## src/rtl/issue_scheduler.sv

```systemverilog
// Purpose: picks ready reservation-station entries (oldest-first or lowest-index) and offers one per functional unit.
// Latency: candidate in cycle N -> issue_valid in N+1; issued_mask is combinational in the handshake cycle.
// Backpressure: an offer holds stable while unit_ready=0; blocking units stay BUSY until unit_done.
// Option macro ISSUE_AGE_PRIORITY_EN: defined = oldest-first by tag age, undefined = lowest index first.
module issue_scheduler #(
  parameter int                  BUF_SIZE       = 16,
  parameter int                  BUF_SIZE_LOG   = 4,
  parameter int                  NUM_UNIT       = 4,
  parameter logic [NUM_UNIT-1:0] UNIT_PIPELINED = 4'b0111
) (
  input  logic                             clk,
  input  logic                             reset,
  input  logic [BUF_SIZE-1:0]              ent_rdy,
  input  logic [BUF_SIZE*3-1:0]            ent_unit,
  input  logic [BUF_SIZE*BUF_SIZE_LOG-1:0] ent_tag,
  input  logic [BUF_SIZE_LOG-1:0]          head_tag,
  input  logic                             flush,
  input  logic [NUM_UNIT-1:0]              unit_ready,
  input  logic [NUM_UNIT-1:0]              unit_done,
  output logic [NUM_UNIT-1:0]              issue_valid,
  output logic [NUM_UNIT*BUF_SIZE_LOG-1:0] issue_index,
  output logic [NUM_UNIT*BUF_SIZE_LOG-1:0] issue_tag,
  output logic [BUF_SIZE-1:0]              issued_mask
);

  localparam logic [1:0] S_IDLE  = 2'd0;
  localparam logic [1:0] S_OFFER = 2'd1;
  localparam logic [1:0] S_BUSY  = 2'd2;

  logic [NUM_UNIT-1:0][1:0]              state_q;
  logic [NUM_UNIT-1:0][BUF_SIZE_LOG-1:0] idx_q;
  logic [NUM_UNIT-1:0][BUF_SIZE_LOG-1:0] tag_q;
  logic [NUM_UNIT-1:0][BUF_SIZE_LOG-1:0] sel_idx;
  logic [NUM_UNIT-1:0]                   sel_vld;
  logic [BUF_SIZE-1:0]                   offered;
  logic [BUF_SIZE_LOG-1:0]               tag_arr  [BUF_SIZE];
  logic [2:0]                            unit_arr [BUF_SIZE];

  // Unpack the flat per-entry buses into indexable arrays
  always_comb begin
    for (int i = 0; i < BUF_SIZE; i++) begin
      tag_arr[i]  = ent_tag[i*BUF_SIZE_LOG +: BUF_SIZE_LOG];
      unit_arr[i] = ent_unit[i*3 +: 3];
    end
  end

  // Entries currently on offer to some unit are excluded from every candidate set
  always_comb begin
    offered = '0;
    for (int u = 0; u < NUM_UNIT; u++) begin
      if (state_q[u] == S_OFFER) offered[idx_q[u]] = 1'b1;
    end
  end

`ifdef ISSUE_AGE_PRIORITY_EN
  // Oldest-first pick: tags decrement, so the largest (tag - head) wins; strict compare keeps the lowest index on ties
  always_comb begin
    logic [BUF_SIZE_LOG-1:0] age;
    logic [BUF_SIZE_LOG-1:0] best_age;
    sel_vld = '0;
    sel_idx = '0;
    age      = '0;
    best_age = '0;
    for (int u = 0; u < NUM_UNIT; u++) begin
      best_age = '0;
      for (int i = 0; i < BUF_SIZE; i++) begin
        age = tag_arr[i] - head_tag;
        if (ent_rdy[i] && !offered[i] && unit_arr[i] == 3'(u)) begin
          if (!sel_vld[u] || age > best_age) begin
            sel_vld[u] = 1'b1;
            sel_idx[u] = BUF_SIZE_LOG'(i);
            best_age   = age;
          end
        end
      end
    end
  end
`else
  logic [BUF_SIZE_LOG-1:0] unused_head_tag;
  assign unused_head_tag = head_tag;

  // Lowest-index pick: first matching candidate wins
  always_comb begin
    sel_vld = '0;
    sel_idx = '0;
    for (int u = 0; u < NUM_UNIT; u++) begin
      for (int i = 0; i < BUF_SIZE; i++) begin
        if (!sel_vld[u] && ent_rdy[i] && !offered[i] && unit_arr[i] == 3'(u)) begin
          sel_vld[u] = 1'b1;
          sel_idx[u] = BUF_SIZE_LOG'(i);
        end
      end
    end
  end
`endif

  // Per-unit IDLE/OFFER/BUSY sequencing; flush and a dropped ent_rdy both cancel an offer without issuing
  always_ff @(posedge clk or posedge reset) begin
    if (reset) begin
      state_q <= '0;
      idx_q   <= '0;
      tag_q   <= '0;
    end else begin
      for (int u = 0; u < NUM_UNIT; u++) begin
        case (state_q[u])
          S_IDLE: begin
            if (!flush && sel_vld[u]) begin
              state_q[u] <= S_OFFER;
              idx_q[u]   <= sel_idx[u];
              tag_q[u]   <= tag_arr[sel_idx[u]];
            end
          end
          S_OFFER: begin
            if (flush || !ent_rdy[idx_q[u]]) begin
              state_q[u] <= S_IDLE;
            end else if (unit_ready[u]) begin
              state_q[u] <= UNIT_PIPELINED[u] ? S_IDLE : S_BUSY;
            end
          end
          S_BUSY: begin
            if (unit_done[u]) state_q[u] <= S_IDLE;
          end
          default: state_q[u] <= S_IDLE;
        endcase
      end
    end
  end

  // Output offers straight from registered state; issued_mask marks completed handshakes this cycle
  always_comb begin
    issued_mask = '0;
    issue_valid = '0;
    issue_index = '0;
    issue_tag   = '0;
    for (int u = 0; u < NUM_UNIT; u++) begin
      issue_valid[u] = (state_q[u] == S_OFFER);
      issue_index[u*BUF_SIZE_LOG +: BUF_SIZE_LOG] = idx_q[u];
      issue_tag[u*BUF_SIZE_LOG +: BUF_SIZE_LOG]   = tag_q[u];
      if (state_q[u] == S_OFFER && !flush && ent_rdy[idx_q[u]] && unit_ready[u]) begin
        issued_mask[idx_q[u]] = 1'b1;
      end
    end
  end

endmodule

```

## config.mk

```make
export PLATFORM = sky130hd
export DESIGN_NAME = issue_scheduler
export DESIGN_NICKNAME = d
export VERILOG_FILES = /design/src/rtl/issue_scheduler.sv
export SDC_FILE = /design/constraint.sdc
export NUM_CORES = 1
export LEC_CHECK = 0
export ABC_CLOCK_PERIOD_IN_PS = 4900
export CAP_MARGIN = 20
export CORE_UTILIZATION = 35
export CTS_CLUSTER_DIAMETER = 80
export DETAILED_ROUTE_END_ITERATION = 16
export GPL_TIMING_DRIVEN = 0
export PLACE_DENSITY = 0.62
export SLEW_MARGIN = 5
export SYNTH_ARGS = -nofsm -noshare
export SYNTH_HDL_FRONTEND = slang
export SYNTH_SLANG_ARGS = --single-unit
```

## constraint.sdc

```tcl
create_clock -name clk -period 4.9 [get_ports clk]
set_input_delay 0.98 -clock clk [delete_from_list [all_inputs] [get_ports clk]]
set_output_delay 0.98 -clock clk [all_outputs]
set_load 0.05 [all_outputs]
```

Word level (Yosys, flattened, before mapping)
Cells that the tools add are included.
{"block": "word_totals", "register_bits": 40, "latch_bits": 0, "ramBits": 0, "mem_bits_ro": 0, "inputBits": 143, "out_inout_bits": 52, "elab_cells": 600, "n_memories": 0}
{"block": "op_classes", "n_addsub": 0, "multipliers": 0, "div_mod_pow": 0, "magnitude_cmp": 12, "eq_ne": 68, "shifts": 0, "mux": 180, "bitwise": 10, "n_reduce_logical": 318}
{"cell": "4-bit 2-to-1 mux", "n": 64}
{"cell": "1-bit logical AND", "n": 205}
{"cell": "16-bit 2-to-1 mux", "n": 8}
{"cell": "3-bit by 2-bit == test with 1-bit output (second input constant)", "n": 32}
{"cell": "16-bit bitwise OR", "n": 6}
{"cell": "1-bit zero test", "n": 81}
{"cell": "1-bit 2-to-1 mux", "n": 76}
{"cell": "4-bit binary-select mux with 4-bit select", "n": 4}
{"cell": "3-bit by 1-bit == test with 1-bit output (second input constant)", "n": 16}
{"cell": "3-bit zero test", "n": 16}
{"cell": "2-bit 2-to-1 mux", "n": 16}
{"cell": "2-bit case mux with 3 select lines", "n": 4}
{"cell": "5-bit greater-or-equal comparator (second input constant)", "n": 4}
{"cell": "4-bit by 5-bit < comparator with 1-bit output (second input constant)", "n": 4}
{"cell": "4-bit NOT with 5-bit output", "n": 4}
{"cell": "1-bit binary-select mux with 4-bit select", "n": 4}
{"cell": "1-bit demux with 4-bit select", "n": 4}
{"cell": "4-bit by 1-bit greater-or-equal comparator with 1-bit output (second input constant)", "n": 4}
{"cell": "2-bit != test (second input constant)", "n": 8}
{"cell": "3-bit by 2-bit != test with 1-bit output (second input constant)", "n": 4}
{"cell": "3-bit AND reduction", "n": 4}
{"cell": "2-bit by 1-bit == test with 1-bit output (second input constant)", "n": 4}
{"cell": "2-bit == test (second input constant)", "n": 4}
{"cell": "2-bit zero test", "n": 4}
{"cell": "other kinds (2)", "n": 8}

Longest topological paths before layout
Gate-level depths: netlist of the first run.
{"block": "depth", "depth_word": 94, "mapped_depth": 16}

Least setup slack after synthesis of the first run
Ideal clock, no wire load.
{"block": "synth_path", "path_kind": "reg2out", "start": "reg idx_q, in the netlist issue_index[4]", "end": "out issued_mask[3]", "arrival_time_ns": 3.106, "slack_ns": 0.814, "stages_incl_launch_ff": 9, "n_path_buf": 1, "cell_sequence": "dfrtp_1 -> buf_1 -> mux4_2 -> mux4_2 -> nand3b_1 -> nor2_1 -> and3_1 -> a22oi_1 -> o221ai_1"}
{"block": "synth_between", "elab_chain_cells": 10}
{"item": "from (decl)", "line_no": "31", "rtl": "logic [NUM_UNIT-1:0][BUF_SIZE_LOG-1:0] idx_q;"}
{"item": "from (signal, indexed assignment)", "line_no": "109", "rtl": "idx_q[u] <= sel_idx[u];"}
{"item": "4-bit by 5-bit < comparator with 1-bit output (not written as such) or 4-bit by 1-bit greater-or-equal comparator with 1-bit output (tied branches)", "line_no": "140", "rtl": "issued_mask[idx_q[u]] = 1'b1;"}
{"item": "1-bit logical AND (not written as such)", "line_no": "140"}
{"item": "1-bit 2-to-1 mux (not written as such)", "line_no": "140"}
{"item": "1-bit demux with 4-bit select", "line_no": "140"}
{"item": "16-bit bitwise OR (no line)"}
{"item": "16-bit 2-to-1 mux *", "line_no": "139", "rtl": "if (state_q[u] == S_OFFER && !flush && ent_rdy[idx_q[u]] && unit_ready[u]) begin"}
{"item": "16-bit bitwise OR (no line)"}
{"item": "16-bit 2-to-1 mux *", "line_no": "139"}
{"item": "16-bit bitwise OR (no line)"}
{"item": "16-bit 2-to-1 mux *", "line_no": "139"}
{"item": "to (decl)", "line_no": "23", "rtl": "output logic [BUF_SIZE-1:0] issued_mask"}
Mark *: on every way between the ends. The rest lies on a longest branch, timed or not. The select of a mux whose other input is x is not followed.

Worst setup path in the final report of the first run
{"block": "layout_path", "start": "in ent_rdy[12]", "end": "out issued_mask[13]"}
{"block": "layout_between", "elab_chain_cells": 11}
{"item": "from (decl)", "line_no": "13", "rtl": "input logic [BUF_SIZE-1:0] ent_rdy,"}
{"item": "1-bit binary-select mux with 4-bit select", "line_no": "139"}
{"item": "1-bit 2-to-1 mux (not written as such)", "line_no": "139"}
{"item": "1-bit logical AND (2 in series)", "line_no": "139"}
{"item": "16-bit 2-to-1 mux", "line_no": "139"}
{"item": "16-bit bitwise OR (no line)"}
{"item": "16-bit 2-to-1 mux", "line_no": "139"}
{"item": "16-bit bitwise OR (no line)"}
{"item": "16-bit 2-to-1 mux", "line_no": "139"}
{"item": "16-bit bitwise OR (no line)"}
{"item": "16-bit 2-to-1 mux *", "line_no": "139"}
Marked as above.

==> results of run 1 <==
## area by class of cell
| class | instances | share of cell area [%] |
|---|---|---|
| Tap cell | 265 | 3.517 |
| Buffer | 49 | 2.522 |
| Clock buffer | 5 | 1.327 |
| Multi-Input combinational cell | 722 | 62.32 |
| Timing Repair Buffer | 188 | 19.27 |
| Inverter | 26 | 1.035 |
| Clock inverter | 3 | 0.1858 |
| Sequential cell | 37 | 9.822 |
## repair_timing
action | CTS | global route
pin swaps | 0 | 0
gates resized for setup | 25 | 35
setup endpoints to repair | 25 | 28
cloned | 0 | 0
## stage by stage
| step | area [um^2] | hold slack, ns | setup WS (ns) | util (%) | setup TNS [ns] |
|---|---|---|---|---|---|
| floorplan | 7043 | 0.5876 | 0.8136 | - | 0 |
| global placement | 9246 | 0.5001 | -0.5971 | 47.20 | -7.578 |
| detailed placement | 9256 | 0.5008 | -0.6147 | 47.25 | -7.405 |
| CTS | 9423 | 0.5198 | 0.01393 | 48.10 | 0 |
| global route | 9427 | 0.5362 | 0.008814 | 48.12 | 0 |
| finish | 9427 | 0.5214 | 0.1031 | 48.12 | 0 |
## worst max-delay path: cells and delay by family
| family | cells | cell delay (ns) |
|---|---|---|
| multiplexers | 2 | 1.04 |
| AO/OA/AOI/OAI | 2 | 0.35 |
| buffers and inverters | 3 | 1.10 |
| AND/OR/NAND/NOR | 3 | 0.33 |
## power by group through the flow
stage / sequential [mW] / combinational [mW] / clock (mW)
after global placement: 0.622 / 2.89 / 0
after CTS: 0.614 / 2.93 / 0.315
final: 0.619 / 2.98 / 0.315
after detailed placement: 0.615 / 2.91 / 0
after global routing: 0.631 / 3.13 / 0.332
after floorplan: 0.988 / 1.51 / 0
## final timing paths
kind	end	slack (ns)	cells after the start
max reg2reg	issue_tag[8]	0.25	10
max in group asynchronous	issue_tag[1]	3.24	2
min	issue_tag[7]	0.52	2
max	issued_mask[13]	0.10	10
min in group asynchronous	issue_index[7]	1.17	2
min reg2reg	issue_tag[7]	0.52	2
## sequential cells by signal, summed over array words and instances, names as in the netlist
signal       cells
issue_tag       16
issue_index     16
state_q          5
## cell usage after synthesis (5+ instances only)
master / number
mux2i_1: 97
clkbuf_1: 19
dfrtp_1: 37
nor3b_1: 7
nor2_1: 70
o211ai_1: 5
and3_1: 13
nor2b_1: 24
o31ai_1: 5
nor4b_1: 6
and2_1: 5
mux2_2: 25
buf_4: 6
o221ai_1: 7
o21ai_0: 37
nand3b_1: 13
buf_2: 22
o2111ai_1: 22
nor3_1: 30
a32oi_1: 5
nand4_1: 5
a211o_1: 8
a221o_1: 11
inv_1: 26
o22ai_1: 28
or3_1: 11
nand4b_1: 6
nand3_1: 20
or4_1: 7
or2_2: 5
nand2_1: 54
nor4_1: 20
nand2b_1: 19
mux4_2: 45
a21oi_1: 19
a22oi_1: 11
## cell usage in the layout, fill, tap and decap left out, types with 13 or more instances in the layout
cell | netlist | routed
nand3_1 | 20 | 20
o2111ai_1 | 22 | 22
nor4_1 | 20 | 18
buf_2 | 22 | 20
mux2i_1 | 97 | 97
nand2_1 | 54 | 54
and3_1 | 13 | 13
clkbuf_1 | 19 | 18
nor2_1 | 70 | 70
clkbuf_2 | 1 | 14
nand3b_1 | 13 | 13
mux2_2 | 25 | 25
dfrtp_1 | 37 | 37
o22ai_1 | 28 | 26
a21oi_1 | 19 | 19
nor3_1 | 30 | 30
clkdlybuf4s50_1 | 0 | 168
mux4_2 | 45 | 45
nor2b_1 | 24 | 24
o21ai_0 | 37 | 37
nand2b_1 | 19 | 19
inv_1 | 26 | 25
## routing by layer
metal | track usage, % | up-vias | share of wire (%)
met2 | 50.14 | 497 | 46
met1 | 39.33 | 4046 | 41
met4 | 12.71 | 0 | 4.6
li1 | - | 3763 | -
met5 | 0 | - | 0
met3 | 4.032 | 85 | 8.9
## logic make-up after synthesis
kind of cell           share of synthesized area [%]
AO/OA/AOI/OAI                                  22.17
buffers and inverters                          4.779
flip-flops                                     13.15
multiplexers                                   32.17
AND/OR/NAND/NOR                                27.73
==> results.json, run 1 <==
{
  "ir_drop_uv": 325.9,
  "intPower_mw": 1.754,
  "outcome": "finished clean",
  "cp_max_fo": 6,
  "numCtsBuffers": 5,
  "drive_gt1_share_pct": 14.66,
  "io_pins": 195,
  "vias_per_cell": 6.480,
  "grt_start_max_net_pins": 38,
  "setup_viol": 0,
  "synth_top_cell_by_area": "mux4_2",
  "cpMostUsedCell": "mux4_2",
  "design.die.area_mm2": 0.02069,
  "cp-startpoint": "ent_rdy[12]",
  "max_stage_delay_ns": 0.59,
  "critPathKind": "input pin to output pin",
  "avgSynthCellArea_um2": 8.435,
  "rows": 51,
  "htree_levels": 2,
  "wl_mm": 31.48,
  "power.leakage_nw": 3.714,
  "place_inst": 1288,
  "cts_tree": "done",
  "final_max_slew_viol_count": 0,
  "num_vias": 8391,
  "syn-cell-area_mm2": 0.007043,
  "synth_area_leaders": "mux4_2, mux2i_1, dfrtp_1",
  "syn_to_final_growth_pct": 33.84,
  "cts.sinks": 37,
  "max_slew_margin_pct": 39.52,
  "rsz0062_at_grt": "false",
  "swShare_pct": 55.12,
  "r2r_start": "issue_index[0]",
  "fin_crit_sh_pct": 97.90,
  "seq_area_um2": 925.9,
  "nNetsFinal": 1172,
  "fillers": 1941,
  "syn_inst": 835,
  "p_clk_share_pct": 8.1,
  "grt_pass1_wl_mm": 46.62,
  "grt_overflow": 0,
  "multi_input_area_mm2": 0.005874,
  "root_buffer": "clkbuf_16",
  "pwr-share-comb_pct": 76.1,
  "ys_async_sr_fraction_pct": 100.0,
  "initial_core_util_pct": 35.95,
  "dr.pass1.iters": 5,
  "hp-class": "register to register",
  "arrival_ns": 3.82,
  "seq_area_frac_synth_pct": 13.15,
  "cp_cell_sequence": "clkdlybuf4s50_1, mux4_2, mux4_2, nand3_1, inv_1, nand2_1, nor3b_2, a32oi_1, o221ai_1, dlygate4sd2_1",
  "ys_seq_elements": 37,
  "maxCapViolCount": 0,
  "wire_per_inst_um": 24.31,
  "required_ns": 3.92,
  "drtAntennaViolNets": 0,
  "hpwl_mm": 25.84,
  "power.switching_mw": 2.154,
  "antenna_found_initial": 0,
  "dr.first_iter.drc_count": 688,
  "max_freq_ghz": 0.2085,
  "synth_edf_count": 0,
  "startpoint_type": "input pin",
  "cts_hold_buffers": 0,
  "powerDensity_mw_per_mm2": 414.6,
  "syn_nets": 978,
  "yosysTopAreaCellShare_pct": 14.39,
  "p_seq_share_pct": 15.8,
  "fin_crit_ns": 4.797,
  "drc": 0,
  "gp_congestion": 0.9928,
  "worst-slew-pin-transition_ns": 0.9011,
  "grt_pass1_vias": 7879,
  "port_buffers": 187,
  "diodes": 0,
  "clock_skew_ns": 0.004288,
  "synth_cell_type_count": 85,
  "post_cts_buffers": 0,
  "path_clk_slew_ns": 0.05,
  "core_mm2": 0.01959,
  "cp_slowest_cell": "clkdlybuf4s50_1",
  "clock_latency_ns": 0.28,
  "final_cells": 1295,
  "die_x_um": 143.9,
  "gr-usage-all-layers_pct": 30.28,
  "hold_viol_final": 0,
  "fp.dieH_um": 143.9,
  "clk_path_buf_depth": 2,
  "worstHoldStart": "issue_tag[7]",
  "power_mw": 3.909,
  "yosysWarnings": 0,
  "synth_ff_type": "dfrtp_1",
  "critPathCaptureType": "output pin"
}
Power figures use the tool's default switching activity.
==> run 2: changes to the inputs <==
CORE_MARGIN = 2   (was default)
==> run 2 against run 1 <==
  * The run now ends with negative setup slack left
  * Global-route usage is 0.94 points lower
  * Hold slack worse by 0.0015 ns
  * Design area is 0.65% higher
  * Power is 3.5% higher
  * Sequential power is 1% higher
  * Critical endpoint is now issued_mask[10]
  * Sequential share of layout area is 0.063 points lower
  * First-iteration DRC count is 5.4% higher
  * Clock-buffer cell count stayed put
  * Flip-flop and latch count stayed put
  * Maximum frequency is 3.3% lower
==> results.json, run 2 (synthesized netlist as in run 1, its figures left out) <==
{
  "required_ns": 3.92,
  "worst-slew-pin-transition_ns": 0.9785,
  "initial_core_util_pct": 35.95,
  "fillers": 1946,
  "design.die.area_mm2": 0.02127,
  "power_mw": 4.047,
  "grt_overflow": 0,
  "maxCapViolCount": 0,
  "clock_latency_ns": 0.28,
  "power.leakage_nw": 3.760,
  "nNetsFinal": 1173,
  "cp_slowest_cell": "clkdlybuf4s50_1",
  "cts.sinks": 37,
  "path_clk_slew_ns": 0.06,
  "multi_input_area_mm2": 0.005874,
  "grt_pass1_vias": 8189,
  "fin_crit_ns": 4.962,
  "num_vias": 8374,
  "clk_path_buf_depth": 2,
  "cts_tree": "done",
  "drc": 0,
  "fin_ws_ns": -0.06238,
  "cp.buffers_inverters": 3,
  "io_pins": 195,
  "cp_max_fo": 8,
  "fin_hold_ws_ns": 0.5198,
  "crit_family": "buffers and inverters",
  "max_freq_ghz": 0.2015,
  "critPathCaptureType": "output pin",
  "rsz0062_at_grt": "true",
  "fin_crit_sh_pct": 101.3,
  "die_x_um": 145.9,
  "drive_gt1_share_pct": 14.74,
  "ir_drop_uv": 420.6,
  "htree_levels": 2,
  "port_buffers": 187,
  "fp.dieH_um": 145.9,
  "diodes": 0,
  "setup_viol": 1,
  "startpoint_type": "input pin",
  "gr-usage-all-layers_pct": 29.33,
  "critPathKind": "input pin to output pin",
  "grt_start_max_net_pins": 38,
  "root_buffer": "clkbuf_16",
  "hold_viol_final": 0,
  "final_max_slew_viol_count": 0,
  "rows": 51,
  "core_mm2": 0.01959,
  "wire_per_inst_um": 25.11,
  "outcome": "finished, violations left",
  "clock_skew_ns": 0.005524,
  "dr.first_iter.drc_count": 725,
  "vias_per_cell": 6.461,
  "failed_checks": "negative setup slack",
  "powerDensity_mw_per_mm2": 426.5,
  "grt_pass1_wl_mm": 48.56,
  "syn_to_final_growth_pct": 34.71,
  "hp-class": "register to register",
  "seq_area_um2": 925.9,
  "gp_congestion": 0.9811,
  "hpwl_mm": 26.42,
  "antenna_found_initial": 0,
  "max_slew_margin_pct": 34.16,
  "max_stage_delay_ns": 0.59,
  "cp_cell_sequence": "clkdlybuf4s50_1, mux4_2, mux4_2, nand3_1, inv_1, nand2_1, nor2_1, nand2_1, o22ai_1, a211o_1, dlygate4sd2_1",
  "cts_hold_buffers": 0,
  "drtAntennaViolNets": 0,
  "final_cell_mix": "clkdlybuf4s50_1, mux2i_1, nor2_1",
  "final_common_cell": "clkdlybuf4s50_1",
  "numCtsBuffers": 5,
  "arrival_ns": 3.98,
  "wl_mm": 32.54,
  "post_cts_buffers": 0,
  "dr.pass1.iters": 5
}
## run 2: tightest hold or removal path, cell delays in order (launching register included)
cell and delay, ns:
dfrtp_1 0.34, a22oi_1 0.08, nand2_1 0.06
## run 2: path summary, 6_finish.rpt
check	startpoint	endpoint	slack, ns	cells past startpoint
worst max-delay path	ent_rdy[3]	issued_mask[10]	-0.06	11
worst min-delay path	issue_tag[9]	issue_tag[9]	0.52	2
worst max register to register	issue_index[13]	issue_tag[6]	0.18	11
worst min register to register	issue_tag[9]	issue_tag[9]	0.52	2
max in group asynchronous	reset	issue_tag[3]	3.23	2
min in group asynchronous	reset	issue_index[6]	1.17	2
## run 2: metal layers
metal,share of wire [%],GRT usage (%),up-vias
li1,-,-,3772
met1,42,38.69,4067
met3,7.8,4.295,73
met4,4.8,13.33,0
met2,46,47.50,462
met5,0,0,-
## run 2: power by group
part / internal (mW) / leakage, nW / switching [mW] / total, mW
clock network: 0.293 / 0.0944 / 0.131 / 0.424
registers: 0.441 / 0.460 / 0.184 / 0.625
logic: 1.13 / 3.21 / 1.87 / 3.00
## run 2: area by class of cell
class                      instances  area share [%]
buffer                            50           2.558
clock inverter                     3          0.7253
sequential                        37           9.759
multi-input combinational        722           61.91
tap                              265           3.495
inverter                          26           1.029
clock buffer                       5           1.319
timing repair buffer             188           19.20
## run 2: repair_timing
action	in CTS	in global routing
setup endpoints to repair	21	27
gates cloned	0	0
resized for setup	25	32
## run 2: per-stage QoR
step                      setup WS (ns)  std cells  area [um^2]  util (%)  setup TNS, ns
after global routing            -0.1541       1296         9488     48.43        -0.1541
after detailed placement        -0.5633       1287         9246     47.20         -6.842
after floorplan                  0.8136        835         7043         -              0
after global placement          -0.5203       1287         9246     47.20         -6.981
final                          -0.06238       1296         9488     48.43       -0.06238
after CTS                      0.005591       1295         9460     48.29              0
